<file path="src/rtl/mem_stage_lsu.sv">
// MEM-stage load/store unit: req/ack data-memory access, lane steering, load extension.
// Define LSU_TIMEOUT_EN to abort accesses that see no DM_ACK within TIMEOUT wait cycles.
module mem_stage_lsu #(
  parameter int TIMEOUT = 15,
  parameter int CNT_W   = 4
) (
  input  logic        CLK,
  input  logic        RESET,
  input  logic [5:0]  MEM_Opcode,
  input  logic        MEM_MemRead,
  input  logic        MEM_MemWrite,
  input  logic [31:0] MEM_ALU_RESULT,
  input  logic [31:0] MEM_RT_DATA,
  output logic        DM_REQ,
  output logic        DM_WE,
  output logic [31:0] DM_ADDR,
  output logic [3:0]  DM_BE,
  output logic [31:0] DM_WDATA,
  input  logic        DM_ACK,
  input  logic [31:0] DM_RDATA,
  output logic [31:0] MEM_RD_DATA,
  output logic        MEM_Stall,
  output logic        MEM_Addr_Err,
  output logic        MEM_Bus_Err
);

  typedef enum logic [1:0] {IDLE, WAIT, DONE} state_t;

  state_t state_q, state_d;

  logic op_lb, op_lh, op_lw, op_lbu;
  logic op_lhu, op_sb, op_sh, op_sw;
  logic known, is_store, is_byte;
  logic is_half, is_word, acc, mis, go;
  logic tmo;
  logic [1:0]  a_lo;
  logic [3:0]  be_d;
  logic [31:0] wdata_d;
  logic [31:0] lane, fmt;
  logic [31:0] rd_q;
  logic [1:0]  off_q;
  logic        kb_q, kh_q, kw_q, sext_q;

  if (TIMEOUT >= (1 << CNT_W)) begin : g_bad_cnt_w
    $error("CNT_W too narrow for TIMEOUT");
  end

  assign a_lo   = MEM_ALU_RESULT[1:0];
  assign op_lb  = MEM_Opcode == 6'h20;
  assign op_lh  = MEM_Opcode == 6'h21;
  assign op_lw  = MEM_Opcode == 6'h23;
  assign op_lbu = MEM_Opcode == 6'h24;
  assign op_lhu = MEM_Opcode == 6'h25;
  assign op_sb  = MEM_Opcode == 6'h28;
  assign op_sh  = MEM_Opcode == 6'h29;
  assign op_sw  = MEM_Opcode == 6'h2B;

  assign is_store = op_sb | op_sh | op_sw;
  assign is_byte  = op_lb | op_lbu | op_sb;
  assign is_half  = op_lh | op_lhu | op_sh;
  assign is_word  = op_lw | op_sw;
  assign known    = is_byte | is_half | is_word;
  assign acc      = known & (MEM_MemRead | MEM_MemWrite);
  assign mis      = (is_half & a_lo[0])
                  | (is_word & |a_lo);

  // Reset gates the handshake so a held EX/MEM access cannot stall
  assign go = RESET & (state_q == IDLE) & acc & ~mis;

  assign MEM_Addr_Err = RESET & (state_q == IDLE)
                      & acc & mis;
  assign MEM_Stall    = go | (state_q == WAIT);
  assign DM_REQ       = state_q == WAIT;
  assign MEM_RD_DATA  = (state_q == DONE) ? rd_q : '0;

  always_comb begin
    be_d    = 4'b1111;
    wdata_d = MEM_RT_DATA;
    unique case (1'b1)
      is_byte: begin
        be_d    = 4'b0001 << a_lo;
        wdata_d = {4{MEM_RT_DATA[7:0]}};
      end
      is_half: begin
        be_d    = a_lo[1] ? 4'b1100 : 4'b0011;
        wdata_d = {2{MEM_RT_DATA[15:0]}};
      end
      default: ;
    endcase
  end

  assign lane = DM_RDATA >> {off_q, 3'b000};

  always_comb begin
    fmt = '0;
    unique case (1'b1)
      kb_q: fmt = {{24{sext_q & lane[7]}},
                   lane[7:0]};
      kh_q: fmt = {{16{sext_q & lane[15]}},
                   lane[15:0]};
      kw_q: fmt = lane;
      default: ;
    endcase
  end

  always_comb begin
    state_d = state_q;
    unique case (state_q)
      IDLE: if (go) state_d = WAIT;
      WAIT: if (DM_ACK | tmo) state_d = DONE;
      DONE: state_d = IDLE;
      default: state_d = IDLE;
    endcase
  end

  always_ff @(posedge CLK or negedge RESET) begin
    if (!RESET) begin
      state_q  <= IDLE;
      DM_WE    <= 1'b0;
      DM_ADDR  <= '0;
      DM_BE    <= '0;
      DM_WDATA <= '0;
      off_q    <= '0;
      kb_q     <= 1'b0;
      kh_q     <= 1'b0;
      kw_q     <= 1'b0;
      sext_q   <= 1'b0;
      rd_q     <= '0;
    end else begin
      state_q <= state_d;
      if (go) begin
        DM_WE    <= is_store;
        DM_ADDR  <= {MEM_ALU_RESULT[31:2], 2'b00};
        DM_BE    <= be_d;
        DM_WDATA <= wdata_d;
        off_q    <= a_lo;
        kb_q     <= is_byte & ~is_store;
        kh_q     <= is_half & ~is_store;
        kw_q     <= op_lw;
        sext_q   <= op_lb | op_lh;
      end
      if (state_q == WAIT) begin
        if (DM_ACK) rd_q <= fmt;
        else if (tmo) rd_q <= '0;
      end
    end
  end

`ifdef LSU_TIMEOUT_EN
  logic [CNT_W-1:0] cnt_q;
  logic             berr_q;

  assign tmo = (state_q == WAIT) & ~DM_ACK
             & (cnt_q == CNT_W'(TIMEOUT - 1));
  assign MEM_Bus_Err = berr_q;

  // Counts WAIT cycles without ACK; the error pulse lands in DONE
  always_ff @(posedge CLK or negedge RESET) begin
    if (!RESET) begin
      cnt_q  <= '0;
      berr_q <= 1'b0;
    end else begin
      berr_q <= tmo;
      if (state_q != WAIT) cnt_q <= '0;
      else if (!DM_ACK) cnt_q <= cnt_q + 1'b1;
    end
  end
`else
  assign tmo         = 1'b0;
  assign MEM_Bus_Err = 1'b0;
`endif

endmodule

</file>
<file path="config.mk">
export PLATFORM = sky130hd
export DESIGN_NAME = mem_stage_lsu
export DESIGN_NICKNAME = d
export VERILOG_FILES = /design/src/rtl/mem_stage_lsu.sv
export SDC_FILE = /design/constraint.sdc
export NUM_CORES = 1
export LEC_CHECK = 0
export CAP_MARGIN = 20
export CORE_AREA = 2 2 123 125
export CTS_CLUSTER_SIZE = 14
export DETAILED_ROUTE_END_ITERATION = 7
export DIE_AREA = 0 0 125 127
export GPL_ROUTABILITY_DRIVEN = 0
export MAX_ROUTING_LAYER = met4
export PLACE_DENSITY = 0.71
export SLEW_MARGIN = 40
export SYNTH_ARGS = -nofsm -noshare
export SYNTH_HDL_FRONTEND = slang
export SYNTH_SLANG_ARGS = --single-unit
</file>
<file path="constraint.sdc">
create_clock -name CLK -period 2.15 [get_ports CLK]
set_clock_uncertainty 0.15 [all_clocks]
set_input_delay 0.3225 -clock CLK [delete_from_list [all_inputs] [get_ports CLK]]
set_output_delay 0.3225 -clock CLK [all_outputs]
set_load 0.005 [all_outputs]
</file>
==> results.yml, run 1 <==
status:
  status: "finished, final reports clean"
worst_setup_path:
  reg2reg_to: "DM_ADDR[19]"
  worstSetupStartpointType: "flip-flop"
  end_kind: "primary output"
  cp.depth: 6
  crit_top_cell: "buf_6"
  endpoint: "MEM_Stall"
  path_delay_family: "compound AO/OA/AOI/OAI gates"
  reg2regPathDepth: 7
  cp_max_fo: 3
  slowest_delay_ns: 0.42
  reg2reg_slack_ns: 0.08
  crit_chain: "buf_6 > nor2_4 > o211ai_1 > a31oi_4 > or2_4 > buf_6"
  worstPathArrival_ns: 1.63
  startpoint: "state_q[0]"
  worstSetupPathType: "flip-flop to primary output"
  worstPathRequired_ns: 1.68
  path_buf_inv: 2
  r2r_start: "state_q[0]"
  crit_slowest_cell: "dfrtp_1"
pwr:
  total_power_mw: 6.68
  ir_drop_v: 0.000488
  pwr_density_cell_nw_per_um2: 807
  leakagePower_nw: 3.71
timing:
  maxSlewHeadroom: 0.553
  hold_violations: 0
  rsz0062_at_grt: "yes"
  fin_crit_ns: 2.10
  period_share: 0.978
  setup_viol: 0
  tightest_slew_ns: 0.670
  fmax_ghz: 0.475
  final_max_slew_viol_count: 0
logic_synthesis:
  ys_top_cells_by_area: "dfrtp_1 (49%), mux2_2 (9.9%), mux2_1 (6.8%), o21ai_0 (5.2%), mux2i_1 (4.6%)"
  yosysWarningCount: 0
  async_reset_ff_frac: 1.00
  netlist_area_sq_um: 5470
  synth-seq-cells: 107
  synth_top_area_cell: "dfrtp_1"
  synth_edf_count: 0
  ys_seq_area_frac: 0.490
  ys_types: 44
  synth_cells: 463
  synthFlopType: "dfrtp_1"
  yosysTopAreaCellShare: 0.490
  syn_avg_cell_area_sq_um: 11.8
routing:
  totalWireLength_um: 16200
  vias: 4525
  post_drt_wl_per_cell_um: 18.3
  viasPerCell: 5.12
  drt_pass1_iterations: 4
  drtAntennaViolNets: 0
  drc: 0
  first_iter_violations: 262
cts:
  cts.root.buffer_cell: "clkbuf_16"
  worstSkewPairLatency_ns: 0.35
  htreeDepth: 3
  clockBufferDepth: 2
  numCtsBuffers: 9
  clkTransAtPathRegs_ns: 0.07
  cts_tree: "done"
  cts_sinks: 107
global_route:
  grt_pass1_vias: 4742
  antenna_found_initial: 1
  grt_use_total: 0.208
  grt-ovfl-total: 0
  grt_pass1_wl_um: 25300
  grt_max_degree: 59
placement:
  portBuffers: 208
  hpwlAfterDp_um: 12000
  dpl.cell_count: 856
layout:
  multi_input_area_sq_um: 2600
  areaGrowthSynthToFinish_pct: 51.6
  instances_no_fill: 884
  fin_nets: 801
  drive_gt1_frac: 0.200
  fillers: 1200
  regArea_sq_um: 2680
die:
  core_sq_um: 14400
  row_count: 44
  io_pins: 212
  dieArea_sq_um: 15900
  fp.dieW_um: 125
  start_util: 0.379
  dieHeight_um: 127
min_path:
  hold_path_class: "flip-flop to flip-flop"
flow_run:
  drv_cap: 0
==> how the worst min path moves through the flow <==
stage,start,to,cells after the start
finish,rd_q[12],rd_q[12],2
global route,DM_ADDR[5],DM_ADDR[5],1
CTS,rd_q[14],rd_q[14],2
detailed placement,rd_q[12],rd_q[12],2
global placement,rd_q[9],rd_q[9],2
floorplan,RESET,DM_ADDR[10],0
==> logic make-up (layout without fill, tap and decap cells) <==
kind of cell           count (synthesis)  after routing  share of synthesized area
AOI/OAI and AO/OA                    106            106                      0.114
buffers and inverters                 37            271                     0.0435
DFF                                  107            107                      0.490
muxes                                121            121                      0.255
other                                  1              4                   0.000686
and+or+nand+nor                       91             91                     0.0966
==> power by group <==
| part | switching, mW | total, mW | leakage, nW | internal, mW |
|---|---|---|---|---|
| Sequential | 0.287 | 2.79 | 1.35 | 2.50 |
| Combinational | 0.779 | 2.20 | 2.22 | 1.42 |
| Clock | 0.755 | 1.70 | 0.142 | 0.940 |
==> final cells by class <==
class	instances	area share
diodes	1	0.000302
clock inverters	5	0.00755
repair buffers	252	0.297
clock buffers	11	0.0293
multi-input cells	321	0.313
well taps	184	0.0278
flip-flops and latches	107	0.323
inverters	3	0.00136
==> placed cells by master (no fill, tap or decap), types with 3 or more instances in the layout <==
master	count
nand2_1	26
a21oi_1	26
clkbuf_16	10
dlymetal6s2s_1	3
nand2b_1	4
a22oi_1	8
nor3_1	3
nor2_1	4
mux2_1	33
clkdlybuf4s50_1	168
buf_4	34
and2_1	32
mux2i_1	25
inv_1	3
mux2_4	14
o2bb2ai_1	7
mux2_2	48
o21ai_0	56
buf_6	6
dlygate4sd2_1	35
conb_1	3
buf_12	4
dfrtp_1	107
==> synth_stat cells (2+ instances only) <==
| master | n |
|---|---|
| mux2i_1 | 25 |
| or2_2 | 2 |
| nor3_1 | 3 |
| and3_1 | 2 |
| mux2_1 | 33 |
| nand3b_1 | 2 |
| buf_1 | 2 |
| a22oi_1 | 8 |
| o21ai_0 | 57 |
| o2bb2ai_1 | 7 |
| buf_2 | 7 |
| buf_12 | 2 |
| clkbuf_1 | 11 |
| nand3_1 | 2 |
| nand4_1 | 2 |
| a21oi_1 | 27 |
| inv_1 | 3 |
| buf_6 | 4 |
| and2_1 | 32 |
| dfrtp_1 | 107 |
| mux2_2 | 48 |
| nor2_1 | 5 |
| mux2_4 | 14 |
| buf_4 | 7 |
| nand2_1 | 27 |
| nor2b_1 | 3 |
| nand2b_1 | 4 |
==> metal layers <==
layer	wire length [um]	track usage	up-vias
met1	6840	0.258	2198
met3	1190	0.0519	24
li1	-	-	2101
met5	0	-	-
met2	7750	0.328	202
met4	402	0.0843	0
==> metrics by stage <==
stage	setup slack [ns]	instance area, sq um	hold WS (ns)	util	TNS (ns)
5_1_grt	-0.0488	8290	0.352	0.575	-0.284
3_5_place_dp	-0.521	7860	0.317	0.545	-28.66
4_1_cts	-0.0415	8190	0.333	0.568	-0.101
3_3_place_gp	-0.498	7860	0.310	0.545	-24.03
6_report	0.0468	8290	0.327	0.575	0
2_1_floorplan	0.268	5470	-0.123	-	0
==> worst reg2reg max path: stages, from the launching register on <==
cell      delay [ns]
dfrtp_1         0.42
buf_6           0.14
nor2_4          0.07
o211ai_1        0.19
a31oi_4         0.23
buf_4           0.17
buf_12          0.21
mux2_1          0.36
==> timing repair <==
item | CTS | global route
pin swaps | 8 | 4
endpoints found under the setup margin | 76 | 45
buffers inserted | 5 | 4
gates cloned | 0 | 1
resized for setup | 48 | 9
hold buffers | 1 | 0
hold endpoints to repair | 49 | 0
==> state kept, by name, indices dropped and copies added, names as in the netlist <==
register	count
sext_q	1
DM_ADDR	30
kh_q	1
DM_WE	1
DM_WDATA	32
DM_BE	4
state_q	2
rd_q	32
kb_q	1
kw_q	1
off_q	2
Note: power is estimated with default switching activity, not from simulation.
==> run 2, diff against run 1 <==
--- a/config.mk
+++ b/config.mk
@@ -12,7 +12,7 @@
 export DIE_AREA = 0 0 125 127
 export GPL_ROUTABILITY_DRIVEN = 0
 export MAX_ROUTING_LAYER = met4
-export PLACE_DENSITY = 0.71
+export PLACE_DENSITY = 0.7
 export SLEW_MARGIN = 40
 export SYNTH_ARGS = -nofsm -noshare
 export SYNTH_HDL_FRONTEND = slang
==> results.yml, run 2 (same netlist as run 1, synthesis figures left out) <==
layout:
  layout_commonest_cell: "clkdlybuf4s50_1"
  regArea_sq_um: 2680
  fillers: 1243
  instances_no_fill: 889
  multi_input_area_sq_um: 2590
  fin_nets: 806
  drive_gt1_frac: 0.207
  top_regs: "DM_WDATA (32), rd_q (32), DM_ADDR (30)"
  areaGrowthSynthToFinish_pct: 52.4
  stdcell_area_sq_um: 8330
  mostFrequentLayoutCells: "clkdlybuf4s50_1 (165), dfrtp_1 (107), o21ai_0 (56)"
worst_setup_path:
  end_kind: "primary output"
  crit_chain: "dlygate4sd2_1 > nor3b_4 > buf_4 > nand3_1 > a21bo_2 > a21oi_2 > buf_2"
  slowest_delay_ns: 0.27
  worstSetupStartpointType: "primary input"
  worstPathArrival_ns: 1.63
  worstPathRequired_ns: 1.68
  crit_slowest_cell: "dlygate4sd2_1"
  cp_max_fo: 2
  worstSetupPathType: "primary input to primary output"
routing:
  drt_pass1_iterations: 4
  post_drt_wl_per_cell_um: 18.2
  viasPerCell: 5.10
  drtAntennaViolNets: 0
  first_iter_violations: 278
  vias: 4532
  drc: 0
  totalWireLength_um: 16200
global_route:
  grt_max_degree: 66
  grt_pass1_vias: 4832
  grt-ovfl-total: 0
  grt_use_total: 0.208
  antenna_found_initial: 1
  grt_pass1_wl_um: 25400
pwr:
  ir_drop_v: 0.000533
  total_power_mw: 6.61
  pwr_density_cell_nw_per_um2: 793
  leakagePower_nw: 3.77
timing:
  setup_viol: 0
  hold_violations: 0
  tightest_slew_ns: 0.613
  rsz0062_at_grt: "yes"
  final_max_slew_viol_count: 0
  fmax_ghz: 0.476
  period_share: 0.977
  fin_crit_ns: 2.10
  fin_ws_ns: 0.0500
  maxSlewHeadroom: 0.591
cts:
  clockBufferDepth: 2
  htreeDepth: 3
  cts_tree: "done"
  clkTransAtPathRegs_ns: 0.07
  cts.root.buffer_cell: "clkbuf_16"
  worstSkewPairLatency_ns: 0.36
  cts_sinks: 107
  numCtsBuffers: 9
die:
  start_util: 0.379
  dieArea_sq_um: 15900
  fp.dieW_um: 125
  core_sq_um: 14400
  io_pins: 212
  row_count: 44
  dieHeight_um: 127
placement:
  post-place-ws_ns: -0.604
  portBuffers: 208
  dpl.cell_count: 858
  hpwlAfterDp_um: 12000
  postPlaceCellArea_sq_um: 7870
min_path:
  hold_path_class: "flip-flop to flip-flop"
flow_run:
  drv_cap: 0
status:
  status: "finished, final reports clean"
==> run 2: repair_timing <==
item,in CTS,in global routing
endpoints found under the hold margin,42,0
endpoints found under the setup margin,93,66
pin swaps,9,3
gates cloned,0,2
gates resized for setup,49,18
hold buffers,1,0
buffers inserted,8,3
==> run 2: stage by stage <==
stage | util | hold slack [ns] | setup TNS, ns
after floorplan | - | -0.123 | 0
after global placement | 0.546 | 0.309 | -33.00
after detailed placement | 0.546 | 0.312 | -36.80
after CTS | 0.569 | 0.328 | -0.333
after global routing | 0.577 | 0.354 | -0.0519
final | 0.577 | 0.325 | 0
==> run 2: worst paths after layout <==
check / cells after the start / startpoint / end / slack, ns
min reg2reg: 2 / rd_q[3] / rd_q[3] / 0.33
max in group asynchronous: 4 / RESET / DM_WDATA[27] / 0.38
min: 2 / rd_q[3] / rd_q[3] / 0.33
min in group asynchronous: 3 / RESET / DM_ADDR[19] / 0.48
max: 7 / MEM_Opcode[1] / MEM_Addr_Err / 0.05
max reg2reg: 8 / state_q[1] / DM_ADDR[12] / 0.09
==> run 2: power breakdown <==
group / internal, mW / switching, mW / total, mW / leakage [nW]
sequential: 2.50 / 0.280 / 2.78 / 1.35
combinational: 1.43 / 0.780 / 2.21 / 2.29
clock: 0.808 / 0.814 / 1.62 / 0.139
==> run 2: area by class of cell <==
class / instances / area share
flip-flops and latches: 107 / 0.321
multi-input cells: 321 / 0.311
repair buffers: 257 / 0.305
well taps: 184 / 0.0276
clock buffers: 9 / 0.0270
clock inverters: 7 / 0.00706
inverters: 3 / 0.00135
diodes: 1 / 0.000300
==> run 2: critical path, delay by kind of cell <==
family | cells | cell delay, ns
buffers and inverters | 3 | 0.57
and+or+nand+nor | 2 | 0.34
AOI/OAI and AO/OA | 2 | 0.39
==> run 2: per-layer routing <==
layer	up-vias	GRT usage	share of wire
met2	196	0.349	0.49
li1	2113	-	-
met3	21	0.0657	0.086
met1	2202	0.241	0.41
met5	-	-	0
met4	0	0.0654	0.018
==> run 3, diff against run 2 <==
--- a/config.mk
+++ b/config.mk
@@ -6,13 +6,14 @@
 export NUM_CORES = 1
 export LEC_CHECK = 0
 export CAP_MARGIN = 20
-export CORE_AREA = 2 2 123 125
+export CORE_AREA = 2 2 115 117
 export CTS_CLUSTER_SIZE = 14
 export DETAILED_ROUTE_END_ITERATION = 7
-export DIE_AREA = 0 0 125 127
+export DIE_AREA = 0 0 117 119
 export GPL_ROUTABILITY_DRIVEN = 0
+export GPL_TIMING_DRIVEN = 0
 export MAX_ROUTING_LAYER = met4
-export PLACE_DENSITY = 0.7
+export PLACE_DENSITY = 0.78
 export SLEW_MARGIN = 40
 export SYNTH_ARGS = -nofsm -noshare
 export SYNTH_HDL_FRONTEND = slang
==> results.yml, run 3 (same netlist as run 1, synthesis figures left out) <==
layout:
  fillers: 1021
  mostFrequentLayoutCells: "clkdlybuf4s50_1 (163), dfrtp_1 (107), o21ai_0 (56)"
  fin_nets: 815
  drive_gt1_frac: 0.234
  regArea_sq_um: 2680
  multi_input_area_sq_um: 2590
  layout_commonest_cell: "clkdlybuf4s50_1"
  top_regs: "DM_WDATA (32), rd_q (32), DM_ADDR (30)"
  areaGrowthSynthToFinish_pct: 52.5
pwr:
  internal_power_mw: 4.96
  pwr_density_cell_nw_per_um2: 813
  seqPwrFrac: 0.407
  ir_drop_v: 0.000463
  clockPowerShare: 0.261
  pwr-share-comb: 0.332
  total_power_mw: 6.78
  leakagePower_nw: 3.69
  p_switching_mw: 1.81
  switching_share: 0.268
worst_setup_path:
  path_buf_inv: 4
  crit_chain: "dlygate4sd2_1 > nand2_1 > nand3b_1 > a31oi_4 > buf_12 > buf_8 > or2_4 > buf_6"
  reg2reg_slack_ns: 0.10
  worstPathArrival_ns: 1.70
  cp_max_fo: 7
  crit_slowest_cell: "dlygate4sd2_1"
  end_kind: "primary output"
  worstSetupStartpointType: "primary input"
  reg2regPathDepth: 7
  cp.depth: 8
  path_delay_family: "buffers and inverters"
  slowest_delay_ns: 0.33
  worstSetupPathType: "primary input to primary output"
  worstPathRequired_ns: 1.68
die:
  core_sq_um: 12900
  fp.dieW_um: 117
  start_util: 0.425
  dieHeight_um: 119
  io_pins: 212
  dieArea_sq_um: 13900
  row_count: 42
global_route:
  met3_usage: 0.0631
  met1_usage: 0.300
  grt_max_degree: 40
  grt-ovfl-total: 0
  grt_pass1_vias: 4824
  grt_pass1_wl_um: 25300
  use_met2: 0.397
  antenna_found_initial: 2
  top_usage_layer: "met2"
  grt_use_total: 0.243
cts:
  worstSkewPairLatency_ns: 0.34
  clockBufferDepth: 2
  cts.root.buffer_cell: "clkbuf_16"
  htreeDepth: 3
  cts_tree: "done"
  cts_sinks: 107
  numCtsBuffers: 9
  clkTransAtPathRegs_ns: 0.07
routing:
  post_drt_wl_per_cell_um: 18.2
  totalWireLength_um: 16200
  vias: 4546
  drtAntennaViolNets: 0
  drc: 0
  viasPerCell: 5.10
  first_iter_violations: 201
  drt_pass1_iterations: 4
timing:
  hold_violations: 0
  fin_ws_ns: -0.0194
  tightest_slew_ns: 0.503
  maxSlewHeadroom: 0.662
  fin_crit_ns: 2.17
  rsz0062_at_grt: "yes"
  period_share: 1.01
  final_max_slew_viol_count: 0
  setup_viol: 1
  whs_ns: 0.330
  fmax_ghz: 0.461
status:
  status: "finished with violations"
  violations: "setup timing"
placement:
  hpwlAfterDp_um: 11900
  portBuffers: 207
  post-place-ws_ns: -0.946
min_path:
  hold_path_depth: 3
  hold_path_class: "primary input to flip-flop"
flow_run:
  drv_cap: 0
## run 3: cell count changes in the layout (fill, tap and decap cells not counted), sizes merged
cell           previous run  this run
clkdlybuf4s15             2         1
bufinv                    0         2
dlygate4sd3               1         2
bufbuf                    0         1
buf                      49        44
dlymetal6s2s              5         0
clkinv                    2         1
dlygate4sd2              33        17
clkinvlp                  1         2
clkbuf                   11        48
inv                       7         4
clkdlybuf4s50           165       163
diode                     1         2
## run 3: cell type report
| type | instances | share of cell area |
|---|---|---|
| repair buffers | 232 | 0.267 |
| plain buffers | 34 | 0.0344 |
| multi-input cells | 321 | 0.311 |
| well taps | 176 | 0.0264 |
| flip-flops and latches | 107 | 0.321 |
| clock buffers | 10 | 0.0275 |
| diodes | 2 | 0.000600 |
| clock inverters | 6 | 0.0107 |
| inverters | 3 | 0.00135 |
## run 3: final timing paths
check,startpoint,endpoint
max in group asynchronous,RESET,DM_BE[0]
min in group asynchronous,RESET,kw_q
min,MEM_Opcode[2],sext_q
max reg2reg,state_q[0],DM_ADDR[19]
max,MEM_Opcode[3],MEM_Stall
min reg2reg,rd_q[15],rd_q[15]
## run 3: power by group through the flow
stage	combinational, mW	sequential, mW	clock (mW)
6_report	2.25	2.76	1.77
5_1_grt	2.42	2.82	1.91
4_1_cts	2.26	2.76	1.81
3_5_place_dp	2.20	2.78	0
3_3_place_gp	2.15	2.77	0
2_1_floorplan	0.869	2.78	0
## run 3: metrics by stage
| stage | std cells | setup TNS [ns] | utilization | cell area, sq um |
|---|---|---|---|---|
| global placement | 848 | -721.35 | 0.603 | 7770 |
| detailed placement | 849 | -38.51 | 0.606 | 7800 |
| floorplan | 465 | 0 | - | 5470 |
| finish | 891 | -0.0194 | 0.648 | 8340 |
| CTS | 887 | -0.0137 | 0.653 | 8400 |
| global route | 891 | -0.0719 | 0.648 | 8340 |
## run 3: timing repair
| item | in CTS | in global routing |
|---|---|---|
| gates resized for setup | 95 | 37 |
| cloned | 4 | 0 |
| hold buffers | 4 | 0 |
| pin swaps | 7 | 5 |
| hold endpoints to repair | 73 | 0 |
| endpoints found under the setup margin | 83 | 59 |
| buffers inserted | 14 | 2 |
## run 3: metal layers
metal,vias to the layer above,wire (um)
met5,-,0
met4,0,302
met3,22,1240
met2,187,7960
met1,2202,6740
li1,2135,-
## run 3: worst register-to-register path: stages, from the launching register on
cell and delay, ns:
dfrtp_1 0.43, nor2_1 0.11, o211ai_1 0.17, a31oi_4 0.23
buf_12 0.13, buf_4 0.20, buf_6 0.19, mux2_1 0.34
